$ cat src/rtl/ctrl_pkg.sv
// Shared encodings for the multicycle RV32I control path: opcodes, FSM states
// and the datapath mux select codes.
package ctrl_pkg;

  localparam logic [6:0] OP_R      = 7'b0110011;
  localparam logic [6:0] OP_I      = 7'b0010011;
  localparam logic [6:0] OP_LW     = 7'b0000011;
  localparam logic [6:0] OP_SW     = 7'b0100011;
  localparam logic [6:0] OP_BR     = 7'b1100011;
  localparam logic [6:0] OP_JAL    = 7'b1101111;
  localparam logic [6:0] OP_JALR   = 7'b1100111;
  localparam logic [6:0] OP_LUI    = 7'b0110111;
  localparam logic [6:0] OP_AUIPC  = 7'b0010111;
  localparam logic [6:0] OP_SYSTEM = 7'b1110011;

  typedef enum logic [2:0] {
    S_IF  = 3'd0,
    S_ID  = 3'd1,
    S_EX  = 3'd2,
    S_MEM = 3'd3,
    S_WB  = 3'd4,
    S_HLT = 3'd5
  } state_t;

  localparam logic [1:0] PC_PLUS4  = 2'd0;
  localparam logic [1:0] PC_BRANCH = 2'd1;
  localparam logic [1:0] PC_JALR   = 2'd2;

  localparam logic [1:0] WB_ALU = 2'd0;
  localparam logic [1:0] WB_MEM = 2'd1;
  localparam logic [1:0] WB_PC4 = 2'd2;

  localparam logic [1:0] ALU_ADD   = 2'd0;
  localparam logic [1:0] ALU_CMP   = 2'd1;
  localparam logic [1:0] ALU_FUNCT = 2'd2;

  typedef struct packed {
    logic r;
    logic i;
    logic lw;
    logic sw;
    logic br;
    logic jal;
    logic jalr;
    logic lui;
    logic auipc;
    logic halt;
  } op_class_t;

endpackage

$ cat src/rtl/multicycle_ctrl_opcode_class.sv
// Combinational opcode classifier: one-hot class plus an illegal flag.
// The halt opcode is its own class and is never reported as illegal.
module opcode_class
  import ctrl_pkg::*;
#(
  parameter logic [6:0] HALT_OPCODE = OP_SYSTEM
) (
  input  logic [6:0] opcode,
  output op_class_t  cls,
  output logic       illegal
);

  always_comb begin
    cls       = '0;
    cls.r     = (opcode == OP_R);
    cls.i     = (opcode == OP_I);
    cls.lw    = (opcode == OP_LW);
    cls.sw    = (opcode == OP_SW);
    cls.br    = (opcode == OP_BR);
    cls.jal   = (opcode == OP_JAL);
    cls.jalr  = (opcode == OP_JALR);
    cls.lui   = (opcode == OP_LUI);
    cls.auipc = (opcode == OP_AUIPC);
    cls.halt  = (opcode == HALT_OPCODE);
    illegal   = ~(|cls);
  end

endmodule

$ cat src/rtl/multicycle_ctrl.sv
// Main IF/ID/EX/MEM/WB sequencer for the multicycle RV32I core. Strobes are
// decoded combinationally from the registered state and held low during reset.
module multicycle_ctrl
  import ctrl_pkg::*;
#(
  parameter int         CNT_W       = 32,
  parameter logic [6:0] HALT_OPCODE = OP_SYSTEM
) (
  input  logic             CLK,
  input  logic             RST,
  input  logic [6:0]       OPCODE,
  input  logic [2:0]       FUNCT3,
  input  logic             BR_COND,
  input  logic             I_MEM_ACK,
  input  logic             D_MEM_ACK,
  output logic             I_MEM_REQ,
  output logic             D_MEM_REQ,
  output logic             D_MEM_WEN,
  output logic             IR_WE,
  output logic             PC_WE,
  output logic [1:0]       PC_SEL,
  output logic             RF_WE,
  output logic [1:0]       WB_SEL,
  output logic             ALU_A_SEL,
  output logic             ALU_B_SEL,
  output logic [1:0]       ALU_OP,
  output logic [2:0]       STATE,
  output logic             HALT,
  output logic             ILLEGAL,
  output logic [CNT_W-1:0] NUM_INST
);

  state_t     state, state_nx;
  op_class_t  cls;
  logic       illegal_op;
  logic       retire;
  logic       illegal_q;
  logic [CNT_W-1:0] num_q;

  // FUNCT3 is consumed by the ALU itself when ALU_OP selects compare/funct.
  logic unused_funct3;
  assign unused_funct3 = ^FUNCT3;

  opcode_class #(.HALT_OPCODE(HALT_OPCODE)) u_class (
    .opcode  (OPCODE),
    .cls     (cls),
    .illegal (illegal_op)
  );

  always_ff @(posedge CLK or posedge RST) begin
    if (RST) begin
      state     <= S_IF;
      num_q     <= '0;
      illegal_q <= 1'b0;
    end else begin
      state <= state_nx;
      if (retire) num_q <= num_q + CNT_W'(1);
      if (state == S_ID && illegal_op) illegal_q <= 1'b1;
    end
  end

  always_comb begin
    state_nx = state;
    case (state)
      S_IF:  if (I_MEM_ACK) state_nx = S_ID;
      S_ID:  state_nx = (cls.halt || illegal_op) ? S_HLT : S_EX;
      S_EX:  state_nx = cls.br ? S_IF : (cls.lw || cls.sw) ? S_MEM : S_WB;
      S_MEM: if (D_MEM_ACK) state_nx = cls.sw ? S_IF : S_WB;
      S_WB:  state_nx = S_IF;
      default: state_nx = S_HLT;
    endcase
  end

  always_comb begin
    I_MEM_REQ = 1'b0;
    D_MEM_REQ = 1'b0;
    D_MEM_WEN = 1'b0;
    IR_WE     = 1'b0;
    PC_WE     = 1'b0;
    PC_SEL    = PC_PLUS4;
    RF_WE     = 1'b0;
    WB_SEL    = WB_ALU;
    ALU_A_SEL = 1'b0;
    ALU_B_SEL = 1'b0;
    ALU_OP    = ALU_ADD;
    HALT      = 1'b0;
    retire    = 1'b0;
    if (!RST) begin
      case (state)
        S_IF: begin
          I_MEM_REQ = 1'b1;
          IR_WE     = I_MEM_ACK;
        end
        S_EX: begin
          ALU_A_SEL = cls.auipc | cls.jal;
          ALU_B_SEL = ~(cls.r | cls.br);
          ALU_OP    = cls.br ? ALU_CMP : (cls.r | cls.i) ? ALU_FUNCT : ALU_ADD;
          if (cls.br) begin
            PC_WE  = 1'b1;
            PC_SEL = BR_COND ? PC_BRANCH : PC_PLUS4;
            retire = 1'b1;
          end
        end
        S_MEM: begin
          D_MEM_REQ = 1'b1;
          D_MEM_WEN = cls.sw;
          if (D_MEM_ACK && cls.sw) begin
            PC_WE  = 1'b1;
            retire = 1'b1;
          end
        end
        S_WB: begin
          RF_WE  = 1'b1;
          PC_WE  = 1'b1;
          retire = 1'b1;
          WB_SEL = cls.lw ? WB_MEM : (cls.jal | cls.jalr) ? WB_PC4 : WB_ALU;
          PC_SEL = cls.jal ? PC_BRANCH : cls.jalr ? PC_JALR : PC_PLUS4;
        end
        S_HLT: HALT = 1'b1;
        default: ;
      endcase
    end
  end

  assign STATE    = state;
  assign ILLEGAL  = illegal_q;
  assign NUM_INST = num_q;

endmodule

$ cat config.mk
export PLATFORM = sky130hd
export DESIGN_NAME = multicycle_ctrl
export DESIGN_NICKNAME = d
export VERILOG_FILES = /design/src/rtl/ctrl_pkg.sv /design/src/rtl/multicycle_ctrl_opcode_class.sv /design/src/rtl/multicycle_ctrl.sv
export SDC_FILE = /design/constraint.sdc
export NUM_CORES = 1
export LEC_CHECK = 0
export BUFFER_PORTS_ARGS = -buffer_cell sky130_fd_sc_hd__buf_2
export CAP_MARGIN = 30
export CORE_ASPECT_RATIO = 1.25
export CORE_UTILIZATION = 54
export CTS_CLUSTER_DIAMETER = 150
export DETAILED_ROUTE_END_ITERATION = 10
export PLACE_DENSITY = 0.95
export SLEW_MARGIN = 20
export SYNTH_ARGS = -nofsm -noshare
export SYNTH_HDL_FRONTEND = slang
export SYNTH_HIERARCHICAL = 1
export SYNTH_SLANG_ARGS = --single-unit
$ cat constraint.sdc
create_clock -name CLK -period 6.3 [get_ports CLK]
set_input_delay 0.945 -clock CLK [delete_from_list [all_inputs] [get_ports CLK]]
set_output_delay 0.945 -clock CLK [all_outputs]
set_load 0.05 [all_outputs]
Word level (Yosys, flattened, before mapping)
Cells that the tools add are included.
Storage, ports and cells
  logic and storage cells: 75
  flip-flop bits (word level): 36
  output and inout bits: 51
  bits of input ports: 15
Operators by class
  mux-type cells: 41
  add/sub/neg operators: 1
  reduce and logical (&&, ||, !) cells: 7
  eq/ne operators: 17
  bitwise operators: 6
Operators with widths (number)
  adder 32 x 1 -> 32 bit, second input constant: 1
  equality test 7 bit, second input constant: 4
  2-to-1 mux 2 bit: 11
  equality test 7 x 6 -> 1 bit, second input constant: 3
  2-to-1 mux 1 bit: 21
  2-to-1 mux 3 bit: 6
  case mux 3 bit (5 select lines): 1
  equality test 7 x 5 -> 1 bit, second input constant: 2
  OR reduction 10 bit: 1
  equality test 7 x 2 -> 1 bit, second input constant: 1
  equality test 3 x 2 -> 1 bit, second input constant: 2
  equality test 3 bit, second input constant: 2
  inequality test 2 bit, second input constant: 2
  OR 1 bit: 4
  case mux 2 bit (2 select lines): 1
  equality test 3 x 1 -> 1 bit, second input constant: 1
  logical NOT 3 bit: 1
  case mux 1 bit (3 select lines): 1
  logical AND 1 bit: 2
  logical OR 1 bit: 2
  inverter 1 bit: 2
  AND reduction 2 bit: 1

Longest topological paths before layout
  word-level depth: 6
  mapped depth: 10
  gate-level depth less buffers: 8

By module
Netlist, hierarchy kept.
Modules (own cells, without submodules)
  multicycle_ctrl: instances 1, cells each 188, area an instance 1858.0 um^2, seq. area each 900.9 um^2
  opcode_class: instances 1, cells each 25, area an instance 167.7 um^2, seq. area each 0.0 um^2

Least setup slack after synthesis
Ideal clock, no wire load.
  path type: in2out
  from: input OPCODE[3]
  to: output PC_WE
  path buffers: 1
  required time: 5.355 ns
  cell stages on the path: 6
  slack: 2.050 ns
  data arrival time: 3.305 ns
  cell sequence: or3_1 -> buf_6 -> nor3_1 -> nor4bb_1 -> a21oi_1 -> a21oi_1
RTL lines
  from (decl): RTL line multicycle_ctrl.sv:11  | input logic [6:0] OPCODE,
  to (decl): RTL line multicycle_ctrl.sv:20  | output logic PC_WE,

==> impl_metrics.csv <==
group,metric,value,unit
run_status,status,"finished with violations",
run_status,violations,"design-rule violations",
detailed_routing,first_pass_iters,7,
setup_path,slowest_delay,0.62,ns
run,drv_cap,0,
sta,post-route-period-util,68.8,%
clocking,cts_buffer_depth,2,
sta,setup_viol,0,
sta,hold_viol_final,0,
finish,stdcell_area,0.00247,mm²
global_route,grt_start_max_net_pins,38,
detailed_routing,drc,8,
pwr,ir_drop,150,µV
placed_design,dp.final_hpwl,3.24,mm
die,die_height,70.4,µm
synthesis,synth.avg_cell_area,9.54,µm²
detailed_routing,ant_nets,0,
pwr,seqPwrFrac,42.9,%
clocking,numCtsBuffers,5,
sta,skew,0.00674,ns
setup_path,crit_cells,7,
clocking,cts_tree,"built",
global_route,grt_pass1_vias,1689,
clocking,h-tree-depth,2,
setup_path,reg2reg_slack,3.95,ns
finish,area_growth,22.3,%
detailed_routing,via_count,1804,
placed_design,place_area,0.00236,mm²
pwr,sw_frac_of_total,37.2,%
clocking,cts.sinks,36,
clocking,holdBufCountCts,0,
die,rows,24,
worst_hold_path,worstHoldPathCells,1,
global_route,overflow,0,
detailed_routing,wl_per_cell,13.9,µm
clocking,cts_setup_buffers,0,
synthesis,yosys_warnings,6,
setup_path,critPathMaxFanout,7,
die,die_w,56.7,µm
setup_path,critPathBufInv,2,
sta,slew_headroom,53.1,%
global_route,antenna_found_initial,0,
setup_path,cp_data_required_time,5.35,ns
finish,fin_nets,293,
pwr,power.switching,245,µW
sta,max_freq,231,MHz
pwr,p_leak,1.17,nW
clocking,post_cts_resized,0,
finish,antennaDiodeCount,0,
setup_path,crit_type,"in2out",
die,initial_core_util,57.1,%
detailed_routing,routed_via_density,5.69,
global_route,grtUsageTotal,23.7,%
worst_hold_path,hold_class,"reg2reg",
finish,drive_above_1_share,28.8,%
clocking,insertion_delay,0.29,ns
detailed_routing,routed_wl,4.41,mm
pwr,combPwrFrac,26.6,%
sta,worst_pin_slew,0.697,ns
setup_path,r2r_cells,5,
setup_path,slowest_stage,"nor3_1",
pwr,powerDensity,266,mW/mm²
synthesis,synthCells,212,
sta,grt_setup_unrepaired,"no",
sta,period_needed,4.33,ns
die,coreArea,0.00354,mm²
synthesis,syn-num-nets,228,
placed_design,port_buffers,62,
detailed_routing,drtIter0Drc,79,
setup_path,cp_cell_sequence,"buf_2, or3_1, nor3_1, nor4bb_1, a21oi_1, a21oi_1, buf_2",
setup_path,cp-start-kind,"input pin",
synthesis,syn_area,0.00202,mm²
clocking,clock-root-buffer,"clkbuf_8",
die,dieArea,0.00399,mm²
pwr,internal_power,413,µW
placed_design,gp_congestion,0.853,
setup_path,cp_top_family,"simple AND/OR/NAND/NOR gates",
clocking,clk_pin_slew,0.07,ns
setup_path,cp.arrival,3.39,ns
sta,drv_slew,0,
sta,timing.setup.tns,0,ns
pwr,p_clk_share,30.5,%
global_route,grt_first_pass_wirelength,7.42,mm
setup_path,endpoint_kind,"output pin",
die,io_pins,66,
flip-flops by register name, summed over array words and instances (netlist names):
| register | count |
|---|---|
| STATE | 3 |
| ILLEGAL | 1 |
| NUM_INST | 32 |
power by group through the flow:
stage	combinational (mW)	sequential [mW]	clock, mW
2_1_floorplan	0.0858	0.332	0
3_3_place_gp	0.171	0.286	0
3_5_place_dp	0.176	0.287	0
4_1_cts	0.176	0.282	0.204
5_1_grt	0.185	0.288	0.213
6_report	0.175	0.283	0.201
final cells by class:
class                      instances  area (µm²)
clock buffer                       5        68.8
clock inverter                     3        42.5
fill                             297        1070
inverter                           9        33.8
multi-input combinational        161        1050
sequential                        36         901
tap                               39        48.8
timing repair buffer              64         325
placed cells by master (no fill, tap or decap), drive strengths merged:
cell	n
a211o	1
a211oi	2
a21oi	7
a22oi	1
a31oi	1
and2	4
and3	2
and3b	1
and4	3
buf	64
bufinv	1
clkbuf	5
clkinv	1
clkinvlp	1
dfrtp	36
ha	1
inv	9
mux2	1
nand2	17
nand2b	2
nand3	15
nand3b	1
nand4	9
nand4b	2
nor2	21
nor2b	4
nor3	11
nor3b	3
nor4	5
nor4b	1
nor4bb	3
o21ai	1
o22ai	1
o311ai	1
or2	1
or3	4
or4	3
or4b	1
xnor2	26
xor2	5
metrics by stage:
stage	power [mW]	setup slack (ns)	cells	utilization (%)	hold slack (ns)
final	0.658	1.97	317	69.8	0.465
after global routing	0.687	1.72	317	69.8	0.493
after CTS	0.662	2.00	317	69.8	0.472
after detailed placement	0.462	1.99	309	66.7	0.450
after global placement	0.457	2.02	309	66.7	0.455
after floorplan	0.418	2.05	212	-	0.785
worst reg2reg max path: stages (launching register included):
cell     delay [ns]
dfrtp_1        0.47
nand4_2        0.16
nor4_2         0.68
nand4_1        0.25
or4b_1         0.54
xnor2_1        0.14
routing by layer:
layer	routed length (µm)	vias to the layer above	global-route usage, %
met5	0	-	0
met1	1770	852	27.7
met4	61	0	8.94
met3	222	6	5.56
met2	2360	67	41.8
li1	-	879	-
path summary, 6_finish.rpt:
path / startpoint / endpoint
min in group asynchronous: RST / NUM_INST[1]
max reg2reg: NUM_INST[4] / NUM_INST[31]
max: OPCODE[3] / PC_WE
min reg2reg: NUM_INST[31] / NUM_INST[31]
min: NUM_INST[31] / NUM_INST[31]
max in group asynchronous: RST / STATE[0]
No activity file was read; power rests on OpenSTA's default activity.
